==> src/rtl/lenet_fc_pkg.sv <==
// Shared definitions for the LeNet fully-connected stages.
// Holds the FC layer geometry and the FC2 input-feeder state encoding.
package lenet_fc_pkg;

    localparam int FC_DATA_WIDTH = 32;
    localparam int FC1_OUT_DEPTH = 84;
    localparam int FC2_OUT_DEPTH = 10;

    typedef enum logic [1:0] {
        FILL    = 2'd0,
        HANDOFF = 2'd1,
        BUSY    = 2'd2,
        PENDING = 2'd3
    } feeder_state_t;

endpackage

==> src/rtl/ifm_bank.sv <==
// IFM register bank: DEPTH x DATA_WIDTH register file.
// Ports:
//   clk, reset   clock and asynchronous active-high reset (clears all words)
//   we, waddr,   synchronous write port
//   wdata
//   raddr        combinational read address; addresses >= DEPTH read as 0
//   rdata        word at raddr
module ifm_bank #(
    parameter int DATA_WIDTH = 32,
    parameter int DEPTH      = 84,
    parameter int ADDR_W     = $clog2(DEPTH)
) (
    input  logic                  clk,
    input  logic                  reset,
    input  logic                  we,
    input  logic [ADDR_W-1:0]     waddr,
    input  logic [DATA_WIDTH-1:0] wdata,
    input  logic [ADDR_W-1:0]     raddr,
    output logic [DATA_WIDTH-1:0] rdata
);

    localparam logic [ADDR_W:0] DEPTH_C = DEPTH[ADDR_W:0];

    logic [DATA_WIDTH-1:0] mem [DEPTH];

    always_ff @(posedge clk or posedge reset) begin
        if (reset) begin
            for (int i = 0; i < DEPTH; i++) begin
                mem[i] <= '0;
            end
        end else if (we && ({1'b0, waddr} < DEPTH_C)) begin
            mem[waddr] <= wdata;
        end
    end

    assign rdata = ({1'b0, raddr} < DEPTH_C) ? mem[raddr] : '0;

endmodule

==> src/rtl/fc2_ifm_feeder.sv <==
// FC2 input feeder: collects IFM_DEPTH FC1 output words into a bank, then
// hands the bank to the FC2 control unit via the start/end level handshake
// and serves rd_data[rd_sel] until the control unit releases it.
//
// Build option: FC2_IFM_DOUBLE_BUFFER_EN
//   defined   - two banks; FC1 fills the write bank while FC2 reads the other.
//   undefined - single bank; writes are blocked from fill end until release.
//
// Ports:
//   clk, reset      clock (rising edge), asynchronous active-high reset
//   wr_valid/data   FC1 word input, accepted when wr_valid & wr_ready
//   wr_ready        bank can accept a word
//   start_next      frame ready, level to FC2 control unit start
//   end_from_next   FC2 idle level (1 = idle, 0 = working)
//   rd_sel/rd_data  combinational read of the bank owned by FC2
//   frames_sent     completed handoffs, wraps at 2^16
//   wr_overflow     sticky: wr_valid seen while wr_ready = 0
//
// state   | meaning
// --------+-----------------------------------------------------------
// FILL    | FC2 idle, no frame pending; FC1 filling the (write) bank
// HANDOFF | start_next high, waiting for FC2 to drop end_from_next
// BUSY    | FC2 working on the frame, waiting for end_from_next = 1
// PENDING | FC2 working and the write bank is full (double buffer only)
module fc2_ifm_feeder
    import lenet_fc_pkg::*;
#(
    parameter int DATA_WIDTH = FC_DATA_WIDTH,
    parameter int IFM_DEPTH  = FC1_OUT_DEPTH,
    parameter int ADDR_W     = $clog2(IFM_DEPTH)
) (
    input  logic                  clk,
    input  logic                  reset,
    input  logic                  wr_valid,
    input  logic [DATA_WIDTH-1:0] wr_data,
    output logic                  wr_ready,
    output logic                  start_next,
    input  logic                  end_from_next,
    input  logic [ADDR_W-1:0]     rd_sel,
    output logic [DATA_WIDTH-1:0] rd_data,
    output logic [15:0]           frames_sent,
    output logic                  wr_overflow
);

    localparam logic [ADDR_W-1:0] LAST_PTR = ADDR_W'(IFM_DEPTH - 1);

    feeder_state_t     state;
    logic [ADDR_W-1:0] wr_ptr;
    logic              accept;
    logic              last_accept;

    assign accept      = wr_valid & wr_ready;
    assign last_accept = accept && (wr_ptr == LAST_PTR);

    always_ff @(posedge clk or posedge reset) begin
        if (reset) begin
            wr_ptr <= '0;
        end else if (accept) begin
            wr_ptr <= last_accept ? '0 : wr_ptr + 1'b1;
        end
    end

    always_ff @(posedge clk or posedge reset) begin
        if (reset) begin
            wr_overflow <= 1'b0;
        end else if (wr_valid && !wr_ready) begin
            wr_overflow <= 1'b1;
        end
    end

`ifdef FC2_IFM_DOUBLE_BUFFER_EN
    // bsel names the write bank; FC2 always reads the other one.
    logic                  bsel;
    logic                  wfull;
    logic [DATA_WIDTH-1:0] rdata0;
    logic [DATA_WIDTH-1:0] rdata1;

    always_ff @(posedge clk or posedge reset) begin
        if (reset) begin
            state       <= FILL;
            wr_ready    <= 1'b1;
            start_next  <= 1'b0;
            frames_sent <= '0;
            bsel        <= 1'b0;
            wfull       <= 1'b0;
        end else begin
            case (state)
                FILL: begin
                    // FC2 is idle, so a completed bank is handed over at once.
                    if (last_accept) begin
                        bsel       <= ~bsel;
                        state      <= HANDOFF;
                        start_next <= 1'b1;
                    end
                end
                HANDOFF: begin
                    if (last_accept) begin
                        wfull    <= 1'b1;
                        wr_ready <= 1'b0;
                    end
                    if (!end_from_next) begin
                        start_next <= 1'b0;
                        state      <= (wfull || last_accept) ? PENDING : BUSY;
                    end
                end
                BUSY: begin
                    if (end_from_next) begin
                        frames_sent <= frames_sent + 16'd1;
                        if (last_accept) begin
                            bsel       <= ~bsel;
                            state      <= HANDOFF;
                            start_next <= 1'b1;
                        end else begin
                            state <= FILL;
                        end
                    end else if (last_accept) begin
                        wfull    <= 1'b1;
                        wr_ready <= 1'b0;
                        state    <= PENDING;
                    end
                end
                PENDING: begin
                    if (end_from_next) begin
                        frames_sent <= frames_sent + 16'd1;
                        bsel        <= ~bsel;
                        wfull       <= 1'b0;
                        wr_ready    <= 1'b1;
                        start_next  <= 1'b1;
                        state       <= HANDOFF;
                    end
                end
                default: state <= FILL;
            endcase
        end
    end

    ifm_bank #(.DATA_WIDTH(DATA_WIDTH), .DEPTH(IFM_DEPTH), .ADDR_W(ADDR_W)) u_bank0 (
        .clk   (clk),
        .reset (reset),
        .we    (accept & ~bsel),
        .waddr (wr_ptr),
        .wdata (wr_data),
        .raddr (rd_sel),
        .rdata (rdata0)
    );

    ifm_bank #(.DATA_WIDTH(DATA_WIDTH), .DEPTH(IFM_DEPTH), .ADDR_W(ADDR_W)) u_bank1 (
        .clk   (clk),
        .reset (reset),
        .we    (accept & bsel),
        .waddr (wr_ptr),
        .wdata (wr_data),
        .raddr (rd_sel),
        .rdata (rdata1)
    );

    assign rd_data = bsel ? rdata0 : rdata1;
`else
    always_ff @(posedge clk or posedge reset) begin
        if (reset) begin
            state       <= FILL;
            wr_ready    <= 1'b1;
            start_next  <= 1'b0;
            frames_sent <= '0;
        end else begin
            case (state)
                FILL: begin
                    if (last_accept) begin
                        state      <= HANDOFF;
                        wr_ready   <= 1'b0;
                        start_next <= 1'b1;
                    end
                end
                HANDOFF: begin
                    if (!end_from_next) begin
                        state      <= BUSY;
                        start_next <= 1'b0;
                    end
                end
                BUSY: begin
                    // wr_ready is still 0 on this edge, so a coincident word is refused.
                    if (end_from_next) begin
                        state       <= FILL;
                        wr_ready    <= 1'b1;
                        frames_sent <= frames_sent + 16'd1;
                    end
                end
                default: state <= FILL;
            endcase
        end
    end

    ifm_bank #(.DATA_WIDTH(DATA_WIDTH), .DEPTH(IFM_DEPTH), .ADDR_W(ADDR_W)) u_bank (
        .clk   (clk),
        .reset (reset),
        .we    (accept),
        .waddr (wr_ptr),
        .wdata (wr_data),
        .raddr (rd_sel),
        .rdata (rd_data)
    );
`endif

endmodule

==> config.mk <==
export PLATFORM = sky130hd
export DESIGN_NAME = fc2_ifm_feeder
export DESIGN_NICKNAME = d
export VERILOG_FILES = /design/src/rtl/lenet_fc_pkg.sv /design/src/rtl/ifm_bank.sv /design/src/rtl/fc2_ifm_feeder.sv
export SDC_FILE = /design/constraint.sdc
export NUM_CORES = 2
export LEC_CHECK = 0
export BUFFER_PORTS_ARGS = -buffer_cell sky130_fd_sc_hd__buf_2
export CAP_MARGIN = 0
export CORE_MARGIN = 3
export CORE_UTILIZATION = 62
export CTS_CLUSTER_SIZE = 25
export DETAILED_ROUTE_END_ITERATION = 8
export PLACE_DENSITY = 0.88
export SETUP_SLACK_MARGIN = 0.3
export SLEW_MARGIN = 20
export SYNTH_ARGS = -nofsm -noshare
export SYNTH_HDL_FRONTEND = slang
export SYNTH_HIERARCHICAL = 1
export SYNTH_SLANG_ARGS = --single-unit
==> constraint.sdc <==
create_clock -name clk -period 221.2 [get_ports clk]
set_input_delay 33.18 -clock clk [delete_from_list [all_inputs] [get_ports clk]]
set_output_delay 33.18 -clock clk [all_outputs]
set_load 0.03 [all_outputs]
== After elaboration in Yosys (flattened, before gate mapping) ==
Index checks and enable logic that the tools add are counted.

* Register bits: 2,716
* Input bits: 43
* Output and inout port bits: 51
* Word-level logic and storage cells: 136

* Add/sub/neg operators: 2
* Magnitude comparators: 5
* Equality and inequality tests: 6
* Muxes and demuxes: 18
* Bitwise operators: 3
* Reductions and logical operators: 12

{| class="wikitable"
|+ Operator list
! kind !! number
|-
| bitwise mux 2688 bit || 1
|-
| binary-select mux 32 bit (select 7 bit) || 1
|-
| demux 32 bit (select 7 bit) || 1
|-
| two-way mux 32 bit || 4
|-
| adder 16 x 1 -> 16 bit (second input constant) || 1
|-
| greater-or-equal comparator 8 bit (second input constant) || 2
|-
| inverter 7 -> 8 bit || 2
|-
| less-than comparator 7 bit (second input constant) || 2
|-
| AND reduction 3 bit || 3
|-
| less-than comparator 8 x 1 -> 1 bit (second input constant) || 1
|-
| adder 7 x 1 -> 7 bit (second input constant) || 1
|-
| equality test 7 bit (second input constant) || 1
|-
| two-way mux 7 bit || 1
|-
| two-way mux 2 bit || 3
|-
| != test 2 bit (second input constant) || 3
|-
| one-hot mux 2 bit (3 select lines) || 1
|-
| logical AND 1 bit || 4
|-
| two-way mux 1 bit || 4
|-
| one-hot mux 1 bit (2 select lines) || 2
|-
| nonzero test 2 bit || 2
|-
| equality test 2 x 1 -> 1 bit (second input constant) || 1
|-
| equality test 2 bit (second input constant) || 1
|-
| logical NOT 2 bit || 1
|-
| AND reduction 2 bit || 1
|-
| 2 further kinds || 2
|}

== Logic depth before layout (Yosys ltp) ==
* Word-level depth: 6
* Depth in mapped cells: 11
* Gate-level depth less buffers: 6

== By module ==
The synthesis kept the hierarchy.

{| class="wikitable"
|+ Modules (own cells, without submodules)
! module !! times used !! cells an instance !! area an instance (µm²) !! sequential area each (µm²)
|-
| ifm_bank || 1 || 7,696 || 121,680.5 || 67,264.5
|-
| fc2_ifm_feeder || 1 || 112 || 1,246.2 || 701.9
|}

== Worst setup path before layout ==
No wires, ideal clock.

* Kind: input -> output
* Start: input port rd_sel[1]
* End: output port rd_data[12]
* Data arrival time: 35.653 ns
* Data required time: 188.020 ns
* Setup slack: 152.367 ns
* Cell stages on the path: 8
* Buffers on the path: 3
* Path through: buf_2 buf_2 clkbuf_1 mux4_2 nand3_1 o211ai_1 a21oi_1 o311ai_0

* Word-level cells in the longest chain between the ends: 5
* Elaborated cells between the ends (all ways): 6
* Those cells by class: order compare: 1; mux: 4; bitwise: 1

{| class="wikitable"
|+ Ends and longest elaborated chain
! item !! RTL line !! text
|-
| start, declared || fc2_ifm_feeder.sv:39 || <nowiki>input logic [ADDR_W-1:0] rd_sel,</nowiki>
|-
| inverter 7 -> 8 bit (implied by the code) || ifm_bank.sv:36 || <nowiki>assign rdata = ({1'b0, raddr} < DEPTH_C) ? mem[raddr] : '0;</nowiki>
|-
| binary-select mux 32 bit (select 7 bit) || ifm_bank.sv:36 ||
|-
| two-way mux 32 bit (implied by the code) (2 in a row) || ifm_bank.sv:36 ||
|-
| two-way mux 32 bit (*) || ifm_bank.sv:36 ||
|-
| end, declared || fc2_ifm_feeder.sv:40 || <nowiki>output logic [DATA_WIDTH-1:0] rd_data,</nowiki>
|}

Mark *: on every way between the ends. The rest lies on a longest branch, timed or not. The select of a mux whose other input is x is not followed.

== Worst setup path after layout ==
* Start: input port rd_sel[0]
* End: output port rd_data[13]

The elaborated chain is that of the path after synthesis.

==> results.json <==
{
  "fp-row-count": 162,
  "tightest_slew_ps": 1560,
  "async_reset_ff_share_pct": 100,
  "cts_tree": "done",
  "die_x_um": 451,
  "gr-total-overflow": 0,
  "hold_class": "reg -> reg",
  "post_cts_buffers": 0,
  "cp_max_fo": 91,
  "n_fill_cell": 11900,
  "final_util_pct": 68.6,
  "via_per_inst": 7.02,
  "synth_cell_types": 62,
  "numCtsBuffers": 284,
  "yosys_register_bits": 2716,
  "setup_viol": 0,
  "synth_edf_count": 0,
  "clock_path_buffers": 4,
  "violations": "capacitance limit, slew limit",
  "area_delta_synth_final_pct": 9.38,
  "fmax_ghz": 0.0137,
  "ioPinCount": 94,
  "post-place-ws_ps": 148450,
  "drcViolationCount": 0,
  "io_buffers": 93,
  "end_kind": "primary output",
  "clock-root-buffer": "clkbuf_16",
  "synth_cells": 7808,
  "hold_violations": 0,
  "drt_wl_total_um": 340000,
  "die_area_sq_mm": 0.204,
  "crit-reg2reg-launch": "wr_ptr[4]$_DFFE_PP0P_",
  "min_from": "frames_sent[15]$_DFFE_PP0P_",
  "powerDensity_mw_per_mm2": 8.66,
  "clk_pin_slew_ps": 60,
  "syn_area_per_cell_sq_um": 15.7,
  "r2r_cells": 5,
  "crit_arrival_ps": 39590,
  "core_sq_mm": 0.196,
  "cp-start-kind": "input port",
  "clk-insertion-delay-late_ps": 940,
  "cts.sinks": 2716,
  "holdBufCountCts": 0,
  "worstPathRequired_ps": 188020,
  "yosys_warnings": 6,
  "ant_nets": 0,
  "drtIter0Drc": 7536,
  "syn_area_sq_mm": 0.123,
  "ir_drop_uv": 6.74,
  "critPathKind": "in -> out",
  "holdPathEnd": "frames_sent[15]$_DFFE_PP0P_",
  "drive_gt1_share_pct": 53.5,
  "min_path_cells": 1,
  "finalCritPeriodShare_pct": 32.9,
  "max-cap-violations": 1,
  "grt_pass1_wl_um": 511000,
  "drt_first_pass_iters": 5,
  "post-dp-hpwl_um": 188000,
  "cts-resized-gates": 0,
  "cts_max_level": 5,
  "die_h_um": 451,
  "setup_tns_ps": 0,
  "gp_congestion": 0.882,
  "relSlewSlack_pct": -4.15,
  "routedWlPerCell_um": 32.6,
  "layout.nets": 7650,
  "grt_pass1_vias": 79000,
  "grt_use_total_pct": 33.7,
  "vias": 73200,
  "worst_slack_ps": 148440,
  "fin_crit_ps": 72760,
  "r2r_slack_ps": 217600,
  "power.leakage_nw": 64.8,
  "skew_ps": 50.3,
  "status": "finished with violations",
  "slew_violations": 3,
  "hold_ws_ps": 477,
  "rr_endpoint": "u_bank/mem[1057]$_DFFE_PP0P_",
  "grt_setup_unrepaired": "false",
  "synthFlopType": "dfrtp_1",
  "seq_area_frac_synth_pct": 55.3,
  "antenna_found_initial": 20,
  "synthesis.nets": 7853,
  "grt_max_degree": 199,
  "start_util_pct": 62.7
}
[area by class of cell]
type                       count  area, sq um  share of cell area (%)
clock buffer                 412         8350                    6.21
multi-input combinational   4289        51800                    38.5
tap                         2624         3280                    2.44
inverter                       4         22.5                  0.0168
clock inverter                66          778                   0.579
antenna                        9         22.5                  0.0168
sequential                  2716        68000                    50.5
timing repair buffer         310         2250                    1.68
[synthesized netlist by cell type, types with 3 or more instances]
library cell	number	area, sq um
nor4_1	20	125
nand4_1	7	43.8
o22ai_1	30	188
xor2_1	3	26.3
xnor2_1	16	140
and4_1	7	61.3
a21oi_1	78	390
nand3b_1	4	30.0
nand3_1	24	120
mux2i_1	117	1170
or3_1	8	50.1
or4_1	8	60.1
mux4_2	634	14300
o21ai_0	38	190
inv_1	4	15.0
nor3b_1	4	30.0
nor2b_1	16	100
a21o_1	4	30.0
a221o_1	7	70.1
nand2_1	90	338
buf_2	287	1440
and2_1	7	43.8
a22oi_1	137	1030
nor3_1	17	85.1
o21ai_1	10	50.1
o221ai_1	7	61.3
nand2b_1	9	56.3
o21bai_1	17	128
a41o_1	18	180
mux2_2	2710	30500
buf_6	20	225
a221oi_1	29	254
o32ai_1	5	43.8
nor2_1	94	353
a22o_1	57	499
and3_1	6	37.5
dfrtp_1	2715	67900
mux2_1	11	124
a41oi_1	7	61.3
buf_1	49	184
clkbuf_1	400	1500
o211ai_1	7	52.6
buf_4	42	315
[worst max-delay path by stage]
stage	startpoint	endpoint	slack, ps	cells after the start
CTS	rd_sel[0]	rd_data[7]	148430	12
floorplan	reset	u_bank/mem[0]$_DFFE_PP0P_	112030	1
finish	rd_sel[0]	rd_data[13]	148440	12
global route	rd_sel[0]	rd_data[13]	148090	12
detailed placement	rd_sel[0]	rd_data[7]	148450	12
global placement	rd_sel[0]	rd_data[7]	148480	12
[layer usage]
layer  up-vias  global-route usage, %  part of all wire (%)
li1      28700                      -                     -
met5         -                      0                 0.020
met2      3870                   52.6                    47
met4        10                   21.6                   7.4
met1     39500                   42.4                    36
met3      1174                   8.62                   9.6
[registers in the layout (all words and copies together) (netlist names)]
name / count
frames_sent: 16
state: 2
wr_ptr: 7
wr_ready: 1
wr_overflow: 1
start_next: 1
u_bank/mem: 2688
[cells by family after synthesis]
kind of cell	share of synthesized area (%)
flops	55.3
buf+inv	3.00
simple gates	1.36
mux	37.5
compound gates	2.69
xor+xnor	0.135
fa+ha+maj	0.0204
[cell usage in the layout (no fill, tap or decap), types with 15 or more instances in the layout]
| cell | netlist | layout |
|---|---|---|
| a22oi_1 | 137 | 137 |
| buf_2 | 287 | 82 |
| a21oi_1 | 78 | 76 |
| clkinv_2 | 0 | 42 |
| o22ai_1 | 30 | 30 |
| clkbuf_1 | 400 | 60 |
| dfrtp_1 | 2715 | 2715 |
| mux2i_1 | 117 | 117 |
| nand2_2 | 0 | 23 |
| buf_4 | 42 | 210 |
| nand2_1 | 90 | 66 |
| nand3_1 | 24 | 23 |
| a22o_1 | 57 | 57 |
| nor2_4 | 0 | 46 |
| o21bai_1 | 17 | 17 |
| a221oi_1 | 29 | 29 |
| bufinv_16 | 0 | 17 |
| clkbuf_16 | 0 | 291 |
| mux2_2 | 2710 | 2710 |
| clkbuf_8 | 0 | 61 |
| mux4_2 | 634 | 634 |
| nor4_1 | 20 | 15 |
| nor2_1 | 94 | 47 |
| xnor2_1 | 16 | 16 |
| a41o_1 | 18 | 18 |
| o21ai_0 | 38 | 38 |
[stage by stage]
stage          power, mW  std cells  area, sq um
6_report            1.16      10400       134000
5_1_grt             1.20      10400       134000
4_1_cts             1.17      10400       134000
3_5_place_dp       0.695       9941       125000
3_3_place_gp       0.686       9940       125000
2_1_floorplan      0.664       7808       123000
[power by group]
group	switching, mW	leakage (nW)	internal [mW]	total (mW)
Sequential	0.0244	37.5	0.541	0.565
Combinational	0.0636	22.8	0.0618	0.125
Clock	0.193	4.52	0.280	0.473
Total	0.281	64.8	0.883	1.16
[worst max-delay path, cell delays in order]
cell and delay, ps:
buf_8 440, buf_12 610, buf_4 710, buf_4 650, buf_4 890, mux4_2 600
a22oi_1 260, a21oi_1 130, nor4_1 800, buf_4 270, o22ai_1 490, buf_2 400
Power figures use the tool's default switching activity.
